===== config.mk =====
export PLATFORM = sky130hd
export DESIGN_NAME = divider_flat
export DESIGN_NICKNAME = d
export VERILOG_FILES = /design/src/rtl/divider_if.sv /design/src/rtl/divider.sv /design/src/flat_wrapper.sv
export SDC_FILE = /design/constraint.sdc
export NUM_CORES = 1
export LEC_CHECK = 0
export BUFFER_PORTS_ARGS = -buffer_cell sky130_fd_sc_hd__buf_2
export CORE_ASPECT_RATIO = 1.25
export CORE_MARGIN = 2
export CORE_UTILIZATION = 31
export CTS_CLUSTER_DIAMETER = 30
export CTS_CLUSTER_SIZE = 10
export DETAILED_ROUTE_END_ITERATION = 12
export SLEW_MARGIN = 0
export SYNTH_ARGS = -nofsm -noshare
export SYNTH_HDL_FRONTEND = slang
export SYNTH_SLANG_ARGS = --single-unit

===== constraint.sdc =====
create_clock -name clk -period 4.2 [get_ports clk]
set_input_delay 0.21 -clock clk [delete_from_list [all_inputs] [get_ports clk]]
set_output_delay 0.21 -clock clk [all_outputs]
set_load 0.01 [all_outputs]

===== src/rtl/divider_if.sv =====
// divider_if: start/operand/result bundle between the execute-stage control and the divider
interface divider_if #(parameter int WIDTH = 32);
   logic             enable;
   logic [WIDTH-1:0] operand_1;
   logic [WIDTH-1:0] operand_2;
   logic [1:0]       op;
   logic             busy;
   logic             done;
   logic [WIDTH-1:0] result;
   modport master (output enable, operand_1, operand_2, op, input busy, done, result);
   modport slave (input enable, operand_1, operand_2, op, output busy, done, result);
endinterface


===== src/rtl/divider.sv =====
// divider: multicycle radix-2 restoring divider for RV32M DIV/DIVU/REM/REMU
module divider #(
   parameter int WIDTH = 32,
   parameter int CNT_W = 6
) (
   input logic      clk,
   input logic      rst,
   divider_if.slave bus
);
   typedef enum logic [1:0] {IDLE, CALC, FIX, DONE} state_t;
   state_t           r_state, w_next;
   logic [CNT_W-1:0] r_cnt;
   logic [WIDTH-1:0] r_rem, r_quo, r_dvs, r_result;
   logic             r_op_rem, r_neg_q, r_neg_r;
   logic             w_signed, w_sd, w_ss, w_div0, w_ovf, w_special, w_start, w_last, w_busy, w_done;
   logic [WIDTH-1:0] w_dvd_abs, w_dvs_abs, w_q_fix, w_r_fix;
   logic [WIDTH:0]   w_trial;
   localparam logic [WIDTH-1:0] MIN_NEG = {1'b1, {(WIDTH-1){1'b0}}};

   assign w_signed  = ~bus.op[0];
   assign w_sd      = w_signed & bus.operand_1[WIDTH-1];
   assign w_ss      = w_signed & bus.operand_2[WIDTH-1];
   assign w_dvd_abs = w_sd ? -bus.operand_1 : bus.operand_1;
   assign w_dvs_abs = w_ss ? -bus.operand_2 : bus.operand_2;
   assign w_div0    = bus.operand_2 == '0;
   assign w_ovf     = w_signed && bus.operand_1 == MIN_NEG && bus.operand_2 == '1;
   assign w_special = w_div0 | w_ovf;
   assign w_start   = r_state == IDLE && bus.enable;
   assign w_last    = r_cnt == CNT_W'(WIDTH - 1);
   // the shifted-in dividend bit joins the partial remainder; bit WIDTH is the trial sign
   assign w_trial   = {r_rem, r_quo[WIDTH-1]} - {1'b0, r_dvs};
   assign w_q_fix   = r_neg_q ? -r_quo : r_quo;
   assign w_r_fix   = r_neg_r ? -r_rem : r_rem;
   assign bus.busy   = w_busy;
   assign bus.done   = w_done;
   assign bus.result = r_result;

   // state register
   always_ff @(posedge clk)
      if (rst) r_state <= IDLE;
      else     r_state <= w_next;

   // next state; special cases skip CALC but still pass through FIX to register the result
   always_comb begin
      w_next = r_state;
      w_busy = 1'b0;
      w_done = 1'b0;
      case (r_state)
         IDLE: w_next = bus.enable ? (w_special ? FIX : CALC) : IDLE;
         CALC: begin
            w_busy = 1'b1;
            w_next = w_last ? FIX : CALC;
         end
         FIX: begin
            w_busy = 1'b1;
            w_next = DONE;
         end
         DONE: begin
            w_done = 1'b1;
            w_next = IDLE;
         end
         default: w_next = IDLE;
      endcase
   end

   // datapath: latch magnitudes on start, one restoring step per CALC cycle, sign fix into result
   always_ff @(posedge clk)
      if (rst) begin
         r_cnt    <= '0;
         r_rem    <= '0;
         r_quo    <= '0;
         r_dvs    <= '0;
         r_result <= '0;
         r_op_rem <= 1'b0;
         r_neg_q  <= 1'b0;
         r_neg_r  <= 1'b0;
      end else if (w_start) begin
         r_cnt    <= '0;
         r_op_rem <= bus.op[1];
         r_dvs    <= w_dvs_abs;
         r_rem    <= w_div0 ? bus.operand_1 : '0;
         r_quo    <= w_div0 ? '1 : w_ovf ? MIN_NEG : w_dvd_abs;
         r_neg_q  <= ~w_special & (w_sd ^ w_ss);
         r_neg_r  <= ~w_special & w_sd;
      end else if (r_state == CALC) begin
         r_cnt <= r_cnt + 1'b1;
         r_rem <= w_trial[WIDTH] ? {r_rem[WIDTH-2:0], r_quo[WIDTH-1]} : w_trial[WIDTH-1:0];
         r_quo <= {r_quo[WIDTH-2:0], ~w_trial[WIDTH]};
      end else if (r_state == FIX)
         r_result <= r_op_rem ? w_r_fix : w_q_fix;
endmodule

===== src/flat_wrapper.sv =====
// flat-port wrapper written by rule: the top's interface ports become plain ports
module divider_flat 
#(
   parameter int WIDTH = 32,
   parameter int CNT_W = 6
)
  (clk, rst, bus_enable, bus_operand_1, bus_operand_2, bus_op, bus_busy, bus_done, bus_result);
  divider_if #(.WIDTH(WIDTH)) bus_i ();
  input logic clk;
  input logic rst;
  input wire logic [$bits(bus_i.enable)-1:0] bus_enable;
  input wire logic [$bits(bus_i.operand_1)-1:0] bus_operand_1;
  input wire logic [$bits(bus_i.operand_2)-1:0] bus_operand_2;
  input wire logic [$bits(bus_i.op)-1:0] bus_op;
  output wire logic [$bits(bus_i.busy)-1:0] bus_busy;
  output wire logic [$bits(bus_i.done)-1:0] bus_done;
  output wire logic [$bits(bus_i.result)-1:0] bus_result;
  assign bus_i.enable = bus_enable;
  assign bus_i.operand_1 = bus_operand_1;
  assign bus_i.operand_2 = bus_operand_2;
  assign bus_i.op = bus_op;
  assign bus_busy = bus_i.busy;
  assign bus_done = bus_i.done;
  assign bus_result = bus_i.result;
  divider #(.WIDTH(WIDTH), .CNT_W(CNT_W)) u_core (.clk(clk), .rst(rst), .bus(bus_i));
endmodule

==> flow_summary_export.csv <==
group,metric,value,unit
job,drv_cap,0,
synthesis,ys_types,62,
final_layout,n_antenna_cell,0,
critical_path,crit_fanout,6,
power,p_leak,4.51,nW
floorplanning,rows,75,
final_layout,fin_nets,1533,
power,comb_power_share,32.4,%
worst_hold_path,whs_endpoint,"u_core.r_op_rem$_SDFFE_PP0P_",
power,p_int,2.87,mW
cts,htreeDepth,4,
synthesis,synth_top_family_by_area,"compound AO/OA/AOI/OAI gates",
route,vias_per_cell,5.33,
route,ant_nets,0,
critical_path,r2r_start,"u_core.r_rem[3]$_SDFFE_PP0P_",
cts,clockRootBuffer,"clkbuf_16",
critical_path,rrSetupSlack,0.79,ns
placement,placed_cells,1824,
power,p_total,4.46,mW
timing,setup_viol,0,
timing,fin_crit_sh,81.3,%
floorplanning,die_w,168,microns
timing,slew_violations,0,
synthesis,syn_area_per_cell,7.63,sq um
critical_path,r2r_cells,11,
timing,relSlewSlack,23.1,%
final_layout,syn_to_final_growth,14.0,%
synthesis,ys.flop_type,"dfxtp_1",
critical_path,crit_required,4.51,ns
power,power_density,375,nW/um^2
synthesis,synth-async-reset-ratio,0,%
cts,ctsResizeCount,0,
timing,worst_slew_pin_slew,1.15,ns
timing,skew,0.0104,ns
synthesis,ys_top_cells_by_count,"161 x nor2_1, 141 x a21oi_1, 139 x dfxtp_1",
timing,min_period,3.41,ns
global_route,grt_pass1_wl,51.0,mm
final_layout,fin_util,35.7,%
synthesis,syn_area,10400,sq um
route,vias,9890,
global_route,grt_pass1_vias,9603,
critical_path,critPathLaunchType,"flip-flop",
cts,clockBufferDepth,2,
synthesis,synth_adder_area_share,5.35,%
placement,port_buffers,102,
worst_hold_path,min_path_cells,3,
synthesis,ys_seq_elements,139,
floorplanning,design.core.area,33300,sq um
timing,holdWs,0.0215,ns
power,peakVddDrop,0.295,mV
synthesis,synth-seq-area-share,26.7,%
cts,postCtsSetupBuffers,0,
power,clockPowerShare,33.1,%
timing,hold_viol,0,
cts,clock-sinks,139,
synthesis,synth_top_cell_by_area,"dfxtp_1",
timing,rsz0062_at_grt,"no",
global_route,grt_antenna_before_repair,0,
placement,dp_hpwl,24.6,mm
route,drc,0,
floorplanning,start_util,31.3,%
worst_hold_path,hold_start,"bus_op[1]",
synthesis,netlist.area_leader.share,26.7,%
final_layout,multiInputGateArea,7130,sq um
cts,cts_hold_buf,0,
route,initialDrtViolationCount,599,
route,drt-total-wl,31.9,mm
cts,clk_pin_slew,0.06,ns
floorplanning,die_h,209,microns
synthesis,ys_top_cells_by_area,"dfxtp_1 27%, xnor2_1 7.3%, a21oi_1 6.8%, mux2i_1 5.9%, nor2_1 5.8%",
final_layout,regArea,2780,sq um
final_layout,stdcell_count,1856,
timing,finalSetupTns,0,ns
global_route,track_usage,18.1,%
power,p_sw,1.59,mW
route,wire_per_inst,17.2,microns
synthesis,netlist_instances,1367,
critical_path,cp-end-kind,"flip-flop",
synthesis,yosys.area_share.simple,18.4,%
global_route,gr-total-overflow,0,
final_layout,drive_above_1_share,11.7,%
cts,cts_buffers,17,
route,first_pass_iters,5,
synthesis,synthXorXnorAreaFrac,12.4,%
critical_path,critical_path_class,"reg -> reg",
critical_path,cp.arrival,3.72,ns
synthesis,synthMuxAreaShare,5.85,%
outcome,outcome,"finished clean",
final_layout,fillCellCount,3483,
synthesis,syn_nets,1480,
floorplanning,die-area,35100,sq um
power,swShare,35.7,%
global_route,grt_max_degree,74,
placement,gp_congestion,0.887,
timing,clock.fmax,0.293,GHz
critical_path,rr_endpoint,"u_core.r_rem[27]$_SDFFE_PP0P_",
synthesis,yosysMostFrequentCell,"nor2_1",
power,p_seq_share,34.5,%
synthesis,synth-compound-area-share,26.1,%
synthesis,yosysWarnings,0,
cts,insertion_delay,0.44,ns
worst_hold_path,hold_class,"in -> reg",
floorplanning,io_pins,103,
cts,cts_tree,"yes",
synthesis,synth-edff-count,0,
==> worst max-delay path by stage <==
stage                                  startpoint                            end  slack (ns)
CTS                  u_core.r_rem[3]$_SDFFE_PP0P_  u_core.r_rem[27]$_SDFFE_PP0P_        0.82
floorplan           u_core.r_quo[31]$_SDFFE_PP0P_  u_core.r_rem[10]$_SDFFE_PP0P_        1.20
detailed placement  u_core.r_quo[31]$_SDFFE_PP0P_  u_core.r_rem[15]$_SDFFE_PP0P_        0.87
global route         u_core.r_rem[3]$_SDFFE_PP0P_  u_core.r_rem[27]$_SDFFE_PP0P_        0.45
finish               u_core.r_rem[3]$_SDFFE_PP0P_  u_core.r_rem[27]$_SDFFE_PP0P_        0.79
global placement    u_core.r_quo[31]$_SDFFE_PP0P_  u_core.r_rem[28]$_SDFFE_PP0P_        0.92
==> power by group through the flow <==
| stage | clock (mW) | sequential [mW] | combinational (mW) |
|---|---|---|---|
| final | 1.48 | 1.54 | 1.45 |
| after global routing | 1.56 | 1.55 | 1.62 |
| after CTS | 1.51 | 1.53 | 1.44 |
| after detailed placement | 0 | 1.56 | 1.43 |
| after global placement | 0 | 1.56 | 1.42 |
| after floorplan | 0 | 1.51 | 1.11 |
==> cell families after synthesis <==
family | after synthesis
AO/OA/AOI/OAI | 426
AND/OR/NAND/NOR | 410
XOR/XNOR | 147
buffers and inverters | 140
flip-flops | 139
multiplexers | 61
adder cells (fa/ha/maj) | 44
==> worst max-delay path: stages (launching register included) <==
cell and delay [ns]:
dfxtp_1 0.45, ha_1 0.35, a21oi_1 0.22, nand2_1 0.09, o21ai_0 0.23, a21oi_1 0.17, a41o_1 0.30, a311oi_1 0.59
o31a_1 0.25, xnor2_1 0.14, mux2i_1 0.09, a2111oi_0 0.41
==> registers in the layout, indices dropped and copies added, names as in the netlist <==
name	flops
u_core.bus.result	32
u_core.r_neg_r	1
u_core.r_neg_q	1
u_core.r_state	2
u_core.r_cnt	6
u_core.r_op_rem	1
u_core.r_dvs	32
u_core.r_quo	32
u_core.r_rem	32
==> through the flow <==
stage	area [sq um]	worst slack [ns]
after floorplan	10400	1.20
after global placement	11300	0.916
after detailed placement	11300	0.872
after CTS	11900	0.818
after global routing	11900	0.451
final	11900	0.785
==> cell usage in the layout (no fill, tap or decap), types with 10 or more instances in the layout <==
cell type    n
o31ai_1     24
a221oi_1    12
mux2i_1     61
a211oi_1    46
nor2_1     160
a31oi_1     10
inv_1       56
nor3_1      27
buf_4       15
o41ai_1     11
or4_1       12
a2111oi_0   16
nand4_1     16
nand2b_1    23
buf_2      101
nand2_1     99
or3_1       14
nor4_1      12
a21o_1      17
dfxtp_1    138
ha_1        41
xor2_1      59
a21oi_1    141
a311oi_1    16
xnor2_1     87
o21ai_0     87
clkbuf_16   17
==> metal layers <==
layer,wire [microns],track usage (%)
met1,14700,23.4
met2,14500,29.4
met3,1440,2.80
met4,1260,9.07
met5,0,0
==> area by class of cell <==
| class | count | share of cell area, % |
|---|---|---|
| Multi-Input combinational cell | 1088 | 60.0 |
| Sequential cell | 139 | 23.4 |
| Timing Repair Buffer | 118 | 5.53 |
| Tap cell | 423 | 4.45 |
| Clock buffer | 20 | 3.92 |
| Inverter | 56 | 1.77 |
| Clock inverter | 12 | 0.968 |
Power figures use the tool's default switching activity.
